$ cat src/rtl/moving_avg_pkg.sv
`default_nettype none
// +----------------------------------------------------------------------+
// | Package    : moving_avg_pkg                                          |
// | Purpose    : Shared types and helpers for the moving-average block:  |
// |              controller state encoding and running-sum width.        |
// | Revision   : 1.0  initial release                                    |
// +----------------------------------------------------------------------+
package moving_avg_pkg;

  // CLR: buffer sweep in progress, no samples accepted.
  // RUN: samples accepted, one average produced per accepted sample.
  typedef enum logic [0:0] {
    CLR = 1'b0,
    RUN = 1'b1
  } state_e;

  // The sum of at most 2^max_pow samples of data_w bits each fits in
  // data_w + max_pow bits, so the running sum can never wrap.
  function automatic int sum_width(input int data_w, input int max_pow);
    return data_w + max_pow;
  endfunction

endpackage
`default_nettype wire

$ cat src/rtl/ma_sample_buf.sv
`default_nettype none
// +----------------------------------------------------------------------+
// | Module     : ma_sample_buf                                           |
// | Purpose    : Sample history memory: one synchronous write port and   |
// |              one asynchronous read port. No reset; contents are      |
// |              cleared by the owner writing zeros.                     |
// | Ports      : clk    - write clock                                    |
// |              we     - write enable                                   |
// |              waddr  - write address                                  |
// |              wdata  - write data                                     |
// |              raddr  - read address (combinational read)              |
// |              rdata  - read data                                      |
// | Revision   : 1.0  initial release                                    |
// +----------------------------------------------------------------------+
module ma_sample_buf #(
  parameter  int DATA_W = 10,
  parameter  int DEPTH  = 8,
  localparam int AW     = $clog2(DEPTH)
) (
  input  logic              clk,
  input  logic              we,
  input  logic [AW-1:0]     waddr,
  input  logic [DATA_W-1:0] wdata,
  input  logic [AW-1:0]     raddr,
  output logic [DATA_W-1:0] rdata
);

  logic [DATA_W-1:0] mem_q [DEPTH];

  always_ff @(posedge clk) begin
    if (we) begin
      mem_q[waddr] <= wdata;
    end
  end

  // Read happens before a same-cycle write lands, which is what the
  // eviction logic relies on.
  assign rdata = mem_q[raddr];

endmodule
`default_nettype wire

$ cat src/rtl/moving_average_rs.sv
`default_nettype none
// +----------------------------------------------------------------------+
// | Module     : moving_average_rs                                       |
// | Purpose    : Streaming moving average over a power-of-two window     |
// |              N = 2^p (p <= MAX_POW), with optional half-up rounding. |
// |              A circular sample buffer supplies the evicted sample so |
// |              the running sum is updated in one add/subtract.         |
// | Ports      : clk       - rising-edge clock                           |
// |              rst_n     - asynchronous active-low reset               |
// |              in_valid  - sample strobe                               |
// |              in_data   - unsigned sample                             |
// |              in_ready  - high when a sample can be accepted          |
// |              win_sel   - window exponent p (clamped to MAX_POW)      |
// |              round_en  - 1 round half-up, 0 truncate                 |
// |              clear     - synchronous restart request                 |
// |              out_valid - one-cycle pulse per new average             |
// |              out_data  - current average, held between pulses        |
// |              primed    - N samples accepted since last clear/reset   |
// | Revision   : 1.0  initial release                                    |
// +----------------------------------------------------------------------+
module moving_average_rs
  import moving_avg_pkg::*;
#(
  parameter  int DATA_W  = 10,
  parameter  int MAX_POW = 3,
  localparam int WSEL_W  = $clog2(MAX_POW + 1)
) (
  input  logic              clk,
  input  logic              rst_n,
  input  logic              in_valid,
  input  logic [DATA_W-1:0] in_data,
  output logic              in_ready,
  input  logic [WSEL_W-1:0] win_sel,
  input  logic              round_en,
  input  logic              clear,
  output logic              out_valid,
  output logic [DATA_W-1:0] out_data,
  output logic              primed
);

  localparam int DEPTH = 1 << MAX_POW;
  localparam int SUM_W = sum_width(DATA_W, MAX_POW);
  localparam int RND_W = SUM_W + 1;
  localparam int CNT_W = MAX_POW + 1;

  // Registered state
  state_e              state_q;
  logic [MAX_POW-1:0]  sweep_q;
  logic [MAX_POW-1:0]  wp_q;
  logic [SUM_W-1:0]    sum_q;
  logic [CNT_W-1:0]    fill_q;
  logic [WSEL_W-1:0]   p_lat_q;
  logic                out_valid_q;
  logic [DATA_W-1:0]   out_data_q;
  logic                primed_q;

  // Next-state / datapath values
  logic [WSEL_W-1:0]   p_sel;
  logic                accept;
  logic [CNT_W-1:0]    win_n;
  logic [MAX_POW-1:0]  rd_addr;
  logic [DATA_W-1:0]   old_sample;
  logic [SUM_W-1:0]    sum_d;
  logic [RND_W-1:0]    rnd_term;
  logic [RND_W-1:0]    sum_rnd;
  logic [DATA_W-1:0]   out_data_d;
  logic [CNT_W-1:0]    fill_d;
  logic                primed_d;
  logic                buf_we;
  logic [MAX_POW-1:0]  buf_waddr;
  logic [DATA_W-1:0]   buf_wdata;

  assign p_sel = (int'(win_sel) > MAX_POW) ? WSEL_W'(MAX_POW) : win_sel;

  assign in_ready  = (state_q == RUN);
  assign accept    = in_valid && in_ready && !clear;

  // Window length 2^p. Its low MAX_POW bits give the eviction distance;
  // for p = MAX_POW that distance is 0 mod DEPTH, i.e. the entry at wp.
  assign win_n   = CNT_W'(1) << p_lat_q;
  assign rd_addr = wp_q - win_n[MAX_POW-1:0];

  always_comb begin
    sum_d    = sum_q + SUM_W'(in_data) - SUM_W'(old_sample);
    rnd_term = '0;
    if (round_en && (p_lat_q != '0)) begin
      rnd_term = RND_W'(1) << (p_lat_q - 1'b1);
    end
    // One extra bit keeps the rounding add exact; the shifted result is
    // bounded by 2^DATA_W-1 so the truncating cast loses nothing.
    sum_rnd    = {1'b0, sum_d} + rnd_term;
    out_data_d = DATA_W'(sum_rnd >> p_lat_q);
    fill_d     = (fill_q == win_n) ? fill_q : fill_q + 1'b1;
    primed_d   = (fill_d == win_n);
  end

  // The sweep owns the write port during CLR; accepted samples own it in RUN.
  always_comb begin
    buf_we    = 1'b0;
    buf_waddr = wp_q;
    buf_wdata = in_data;
    if (state_q == CLR) begin
      buf_we    = 1'b1;
      buf_waddr = sweep_q;
      buf_wdata = '0;
    end else if (accept) begin
      buf_we    = 1'b1;
    end
  end

  ma_sample_buf #(
    .DATA_W (DATA_W),
    .DEPTH  (DEPTH)
  ) u_buf (
    .clk   (clk),
    .we    (buf_we),
    .waddr (buf_waddr),
    .wdata (buf_wdata),
    .raddr (rd_addr),
    .rdata (old_sample)
  );

  always_ff @(posedge clk or negedge rst_n) begin
    if (!rst_n) begin
      state_q     <= CLR;
      sweep_q     <= '0;
      wp_q        <= '0;
      sum_q       <= '0;
      fill_q      <= '0;
      p_lat_q     <= '0;
      out_valid_q <= 1'b0;
      out_data_q  <= '0;
      primed_q    <= 1'b0;
    end else if (clear) begin
      // Restart wins over a simultaneous sample, which is dropped.
      state_q     <= CLR;
      sweep_q     <= '0;
      wp_q        <= '0;
      sum_q       <= '0;
      fill_q      <= '0;
      p_lat_q     <= p_sel;
      out_valid_q <= 1'b0;
      out_data_q  <= '0;
      primed_q    <= 1'b0;
    end else begin
      out_valid_q <= 1'b0;
      if (state_q == CLR) begin
        // The window exponent keeps tracking win_sel through the sweep so
        // that the window chosen before reset release takes effect; it is
        // frozen once RUN is entered.
        p_lat_q <= p_sel;
        sweep_q <= sweep_q + 1'b1;
        if (sweep_q == '1) begin
          state_q <= RUN;
        end
      end else if (accept) begin
        sum_q       <= sum_d;
        wp_q        <= wp_q + 1'b1;
        fill_q      <= fill_d;
        primed_q    <= primed_d;
        out_data_q  <= out_data_d;
        out_valid_q <= 1'b1;
      end
    end
  end

  assign out_valid = out_valid_q;
  assign out_data  = out_data_q;
  assign primed    = primed_q;

endmodule
`default_nettype wire

$ cat config.mk
export PLATFORM = sky130hd
export DESIGN_NAME = moving_average_rs
export DESIGN_NICKNAME = d
export VERILOG_FILES = /design/src/rtl/moving_avg_pkg.sv /design/src/rtl/ma_sample_buf.sv /design/src/rtl/moving_average_rs.sv
export SDC_FILE = /design/constraint.sdc
export NUM_CORES = 1
export LEC_CHECK = 0
export CORE_UTILIZATION = 55
export CTS_BUF_LIST = sky130_fd_sc_hd__clkbuf_8
export CTS_CLUSTER_DIAMETER = 200
export DETAILED_ROUTE_END_ITERATION = 8
export PLACE_DENSITY_LB_ADDON = 0.3
export SKIP_CTS_REPAIR_TIMING = 1
export SYNTH_ARGS = -nofsm -noshare
export SYNTH_HDL_FRONTEND = slang
export SYNTH_SLANG_ARGS = --single-unit
export TNS_END_PERCENT = 10
$ cat constraint.sdc
create_clock -name clk -period 8.2 [get_ports clk]
set_input_delay 1.64 -clock clk [delete_from_list [all_inputs] [get_ports clk]]
set_output_delay 1.64 -clock clk [all_outputs]
set_load 0.05 [all_outputs]
==> flow_summary.json <==
{
  "detail_route.vias_per_cell": 6.07,
  "post-route-util_pct": 64.9,
  "period_share_pct": 72.4,
  "synth_area_per_cell_sq_um": 12.5,
  "first_global_vias": 4391,
  "initial_cell_density_of_the_core_pct": 57.3,
  "path_clk_slew_ns": 0.07,
  "layout.filler_cells": 841,
  "detail-route-antenna-nets": 0,
  "place.port_buffers": 29,
  "core_region_area_sq_um": 11000,
  "mappedNetlistNets": 555,
  "final-hold-violation-count": 0,
  "rsz_0062_raised_after_global_routing": "no",
  "min_period_ns": 5.94,
  "crit_path_end_kind": "flop",
  "max_slew_margin_pct": 20.3,
  "timing_max_transition_violations_final": 0,
  "cts-htree-levels": 4,
  "ys_async_sr_fraction_pct": 32.2,
  "tritoncts.num_buffers": 17,
  "grt_use_total_pct": 24.9,
  "placed_cells_incl_taps": 656,
  "floorplan_die_area_sq_um": 11900,
  "detail_route.drc_violations": 0,
  "clk_latency_ns": 0.46,
  "ioPinCount": 30,
  "antenna_found_initial": 0,
  "count_of_tritonroute_iterations_in_the_first_routing_pass": 6,
  "route.final.wire_length_um": 13300,
  "synth_sequential_area_ratio_pct": 53.0,
  "synth-edff-count": 80,
  "globalRouteOverflowTotal": 0,
  "timing.critical_path.required_ns": 8.54,
  "synth_cell_types": 67,
  "postSynthCellCount": 504,
  "drt_iter0_markers": 270,
  "timing_worst_setup_path_type": "reg2reg",
  "area_delta_synth_final_pct": 13.3,
  "irDropWorstVdd_uv": 112,
  "post_drt_wl_per_cell_um": 19.3,
  "synthFlopType": "edfxtp_1",
  "diodes": 0,
  "hold_path_class": "reg2reg",
  "max_cap_violations": 0,
  "leakagePower_nw": 2.80,
  "cts_num_sinks": 118,
  "achievable-frequency_ghz": 0.168,
  "synth.yosys.warnings": 0,
  "route.vias.total": 4177,
  "totalNegativeSetupSlack_ns": 0,
  "clock_path_buffers": 2,
  "rows": 38,
  "drive_above_1_share_pct": 12.0,
  "fin_skew_ns": 0.0131,
  "cts_tree": "yes",
  "grt_start_max_net_pins": 39,
  "fin_worst_hold_slack_ns": 0.481,
  "fp.dieW_um": 109,
  "clockRootBuffer": "clkbuf_8",
  "critical_path_arrival_ns": 6.28,
  "nNetsFinal": 586,
  "gpl.final_weighted_congestion": 0.845,
  "timing.reg2reg.setup_slack_ns": 2.26,
  "finalNonFillerCells": 688,
  "start_kind": "flop",
  "worst_slew_pin_slew_ns": 1.19,
  "setup_violating_endpoint_count_in_the_final_report": 0,
  "worst_path_fanout_max": 27,
  "syn_area_sq_um": 6320,
  "yosys_register_bits": 118,
  "die_height_um": 109,
  "pwr_density_cell_nw_per_um2": 245,
  "run_status": "complete, no violations",
  "grt_first_pass_wirelength_um": 21500,
  "dpl.hpwl_um": 8960
}
## metrics by stage
stage | cell area [sq um] | setup slack (ns) | total power [mW]
after global placement | 6740 | 2.47 | 1.17
after detailed placement | 6740 | 2.30 | 1.19
final | 7160 | 2.26 | 1.76
after CTS | 7160 | 2.30 | 1.75
after global routing | 7160 | 1.87 | 1.84
after floorplan | 6320 | 2.07 | 1.07
## cells in the final DEF, fill, tap and decap left out, types with 5 or more instances in the layout
master	count
inv_1	23
mux2i_1	18
edfxtp_1	80
fa_1	12
nand2_1	33
nand3_1	7
nor2_1	44
dfrtp_1	38
nor3_1	9
clkdlybuf4s50_1	28
mux4_2	20
a21oi_1	17
ha_1	22
o211ai_1	8
a22o_1	8
a211oi_1	5
xnor2_1	13
and2_1	12
o21ai_0	23
xor2_1	8
a21o_1	6
clkbuf_8	17
or3_1	6
## cells in the mapped netlist (2+ instances only)
master	n	area [sq um]
a211oi_1	5	37.5
a21o_1	6	45.0
a21oi_1	18	90.1
a22o_1	8	70.1
a22oi_1	2	15.0
a311oi_1	2	17.5
a31oi_1	4	25.0
and2_1	12	75.1
and3_1	4	25.0
buf_1	3	11.3
clkbuf_1	17	63.8
dfrtp_1	38	951
edfxtp_1	80	2400
fa_1	12	240
ha_1	22	275
inv_1	22	82.6
mux2_1	2	22.5
mux2i_1	18	180
mux4_2	20	450
nand2_1	33	124
nand2b_1	3	18.8
nand3_1	7	35.0
nand3b_1	2	15.0
nand4_1	3	18.8
nor2_1	44	165
nor2b_1	4	25.0
nor3_1	9	45.0
nor3b_1	2	15.0
nor4_1	4	25.0
o211a_1	2	20.0
o211ai_1	8	60.1
o21ai_0	23	115
o21ai_1	4	20.0
o221ai_1	2	17.5
or3_1	6	37.5
or3b_1	2	17.5
xnor2_1	14	123
xor2_1	8	70.1
## metal layers
metal	track usage [%]	part of all wire, %
met5	0	0
met4	10.8	2.1
met3	6.04	4.5
met2	41.3	50
met1	31.2	44
## state kept, by name, summed over array words and instances (netlist names)
signal	cells
fill_q	4
in_ready	1
out_data	10
out_valid	1
p_lat_q	2
primed	1
sum_q	13
sweep_q	3
u_buf.mem_q	80
wp_q	3
## final timing paths
kind,startpoint,cells past startpoint,endpoint
max reg2reg,p_lat_q[0],18,out_data[6]
max,p_lat_q[0],18,out_data[6]
min,out_data[0],2,out_data[0]
min in group asynchronous,rst_n,1,sum_q[12]
min reg2reg,out_data[0],2,out_data[0]
max in group asynchronous,rst_n,1,in_ready
## critical path, stage by stage (launching register included)
cell	delay, ns
dfrtp_1	0.86
nand2_1	0.20
fa_1	0.44
xor2_1	0.22
xnor2_2	0.17
buf_4	0.33
mux4_2	0.25
mux2i_1	0.09
fa_1	0.54
inv_1	0.07
fa_1	0.46
nand2b_1	0.23
a21o_1	0.21
a311oi_1	0.73
nor2_1	0.16
nand4_1	0.24
mux2i_1	0.26
a21oi_1	0.09
a211o_1	0.26
## cell type report
cell class	instances	area [sq um]	area share [%]
sequential	118	3350	46.8
multi-input combinational	343	2820	39.3
timing repair buffer	32	308	4.30
clock buffer	17	234	3.27
clock inverter	15	188	2.62
tap	140	175	2.45
inverter	23	86.3	1.21
## where the power goes
group | internal [mW] | switching [mW] | total, mW
clock network | 0.327 | 0.245 | 0.572
registers | 0.657 | 0.0100 | 0.667
logic | 0.205 | 0.313 | 0.518
total | 1.19 | 0.568 | 1.76
## logic make-up (layout without fill, tap and decap cells)
| group | after synthesis | after routing | share of synthesized area, % |
|---|---|---|---|
| compound gates | 99 | 99 | 11.0 |
| other cells | 1 | 1 | 0.0593 |
| simple gates | 146 | 146 | 11.6 |
| mux | 41 | 41 | 10.5 |
| xor+xnor | 22 | 22 | 3.05 |
| flops | 118 | 118 | 53.0 |
| buf+inv | 43 | 87 | 2.55 |
| fa+ha+maj | 34 | 34 | 8.16 |
Note: power is estimated with default switching activity, not from simulation.
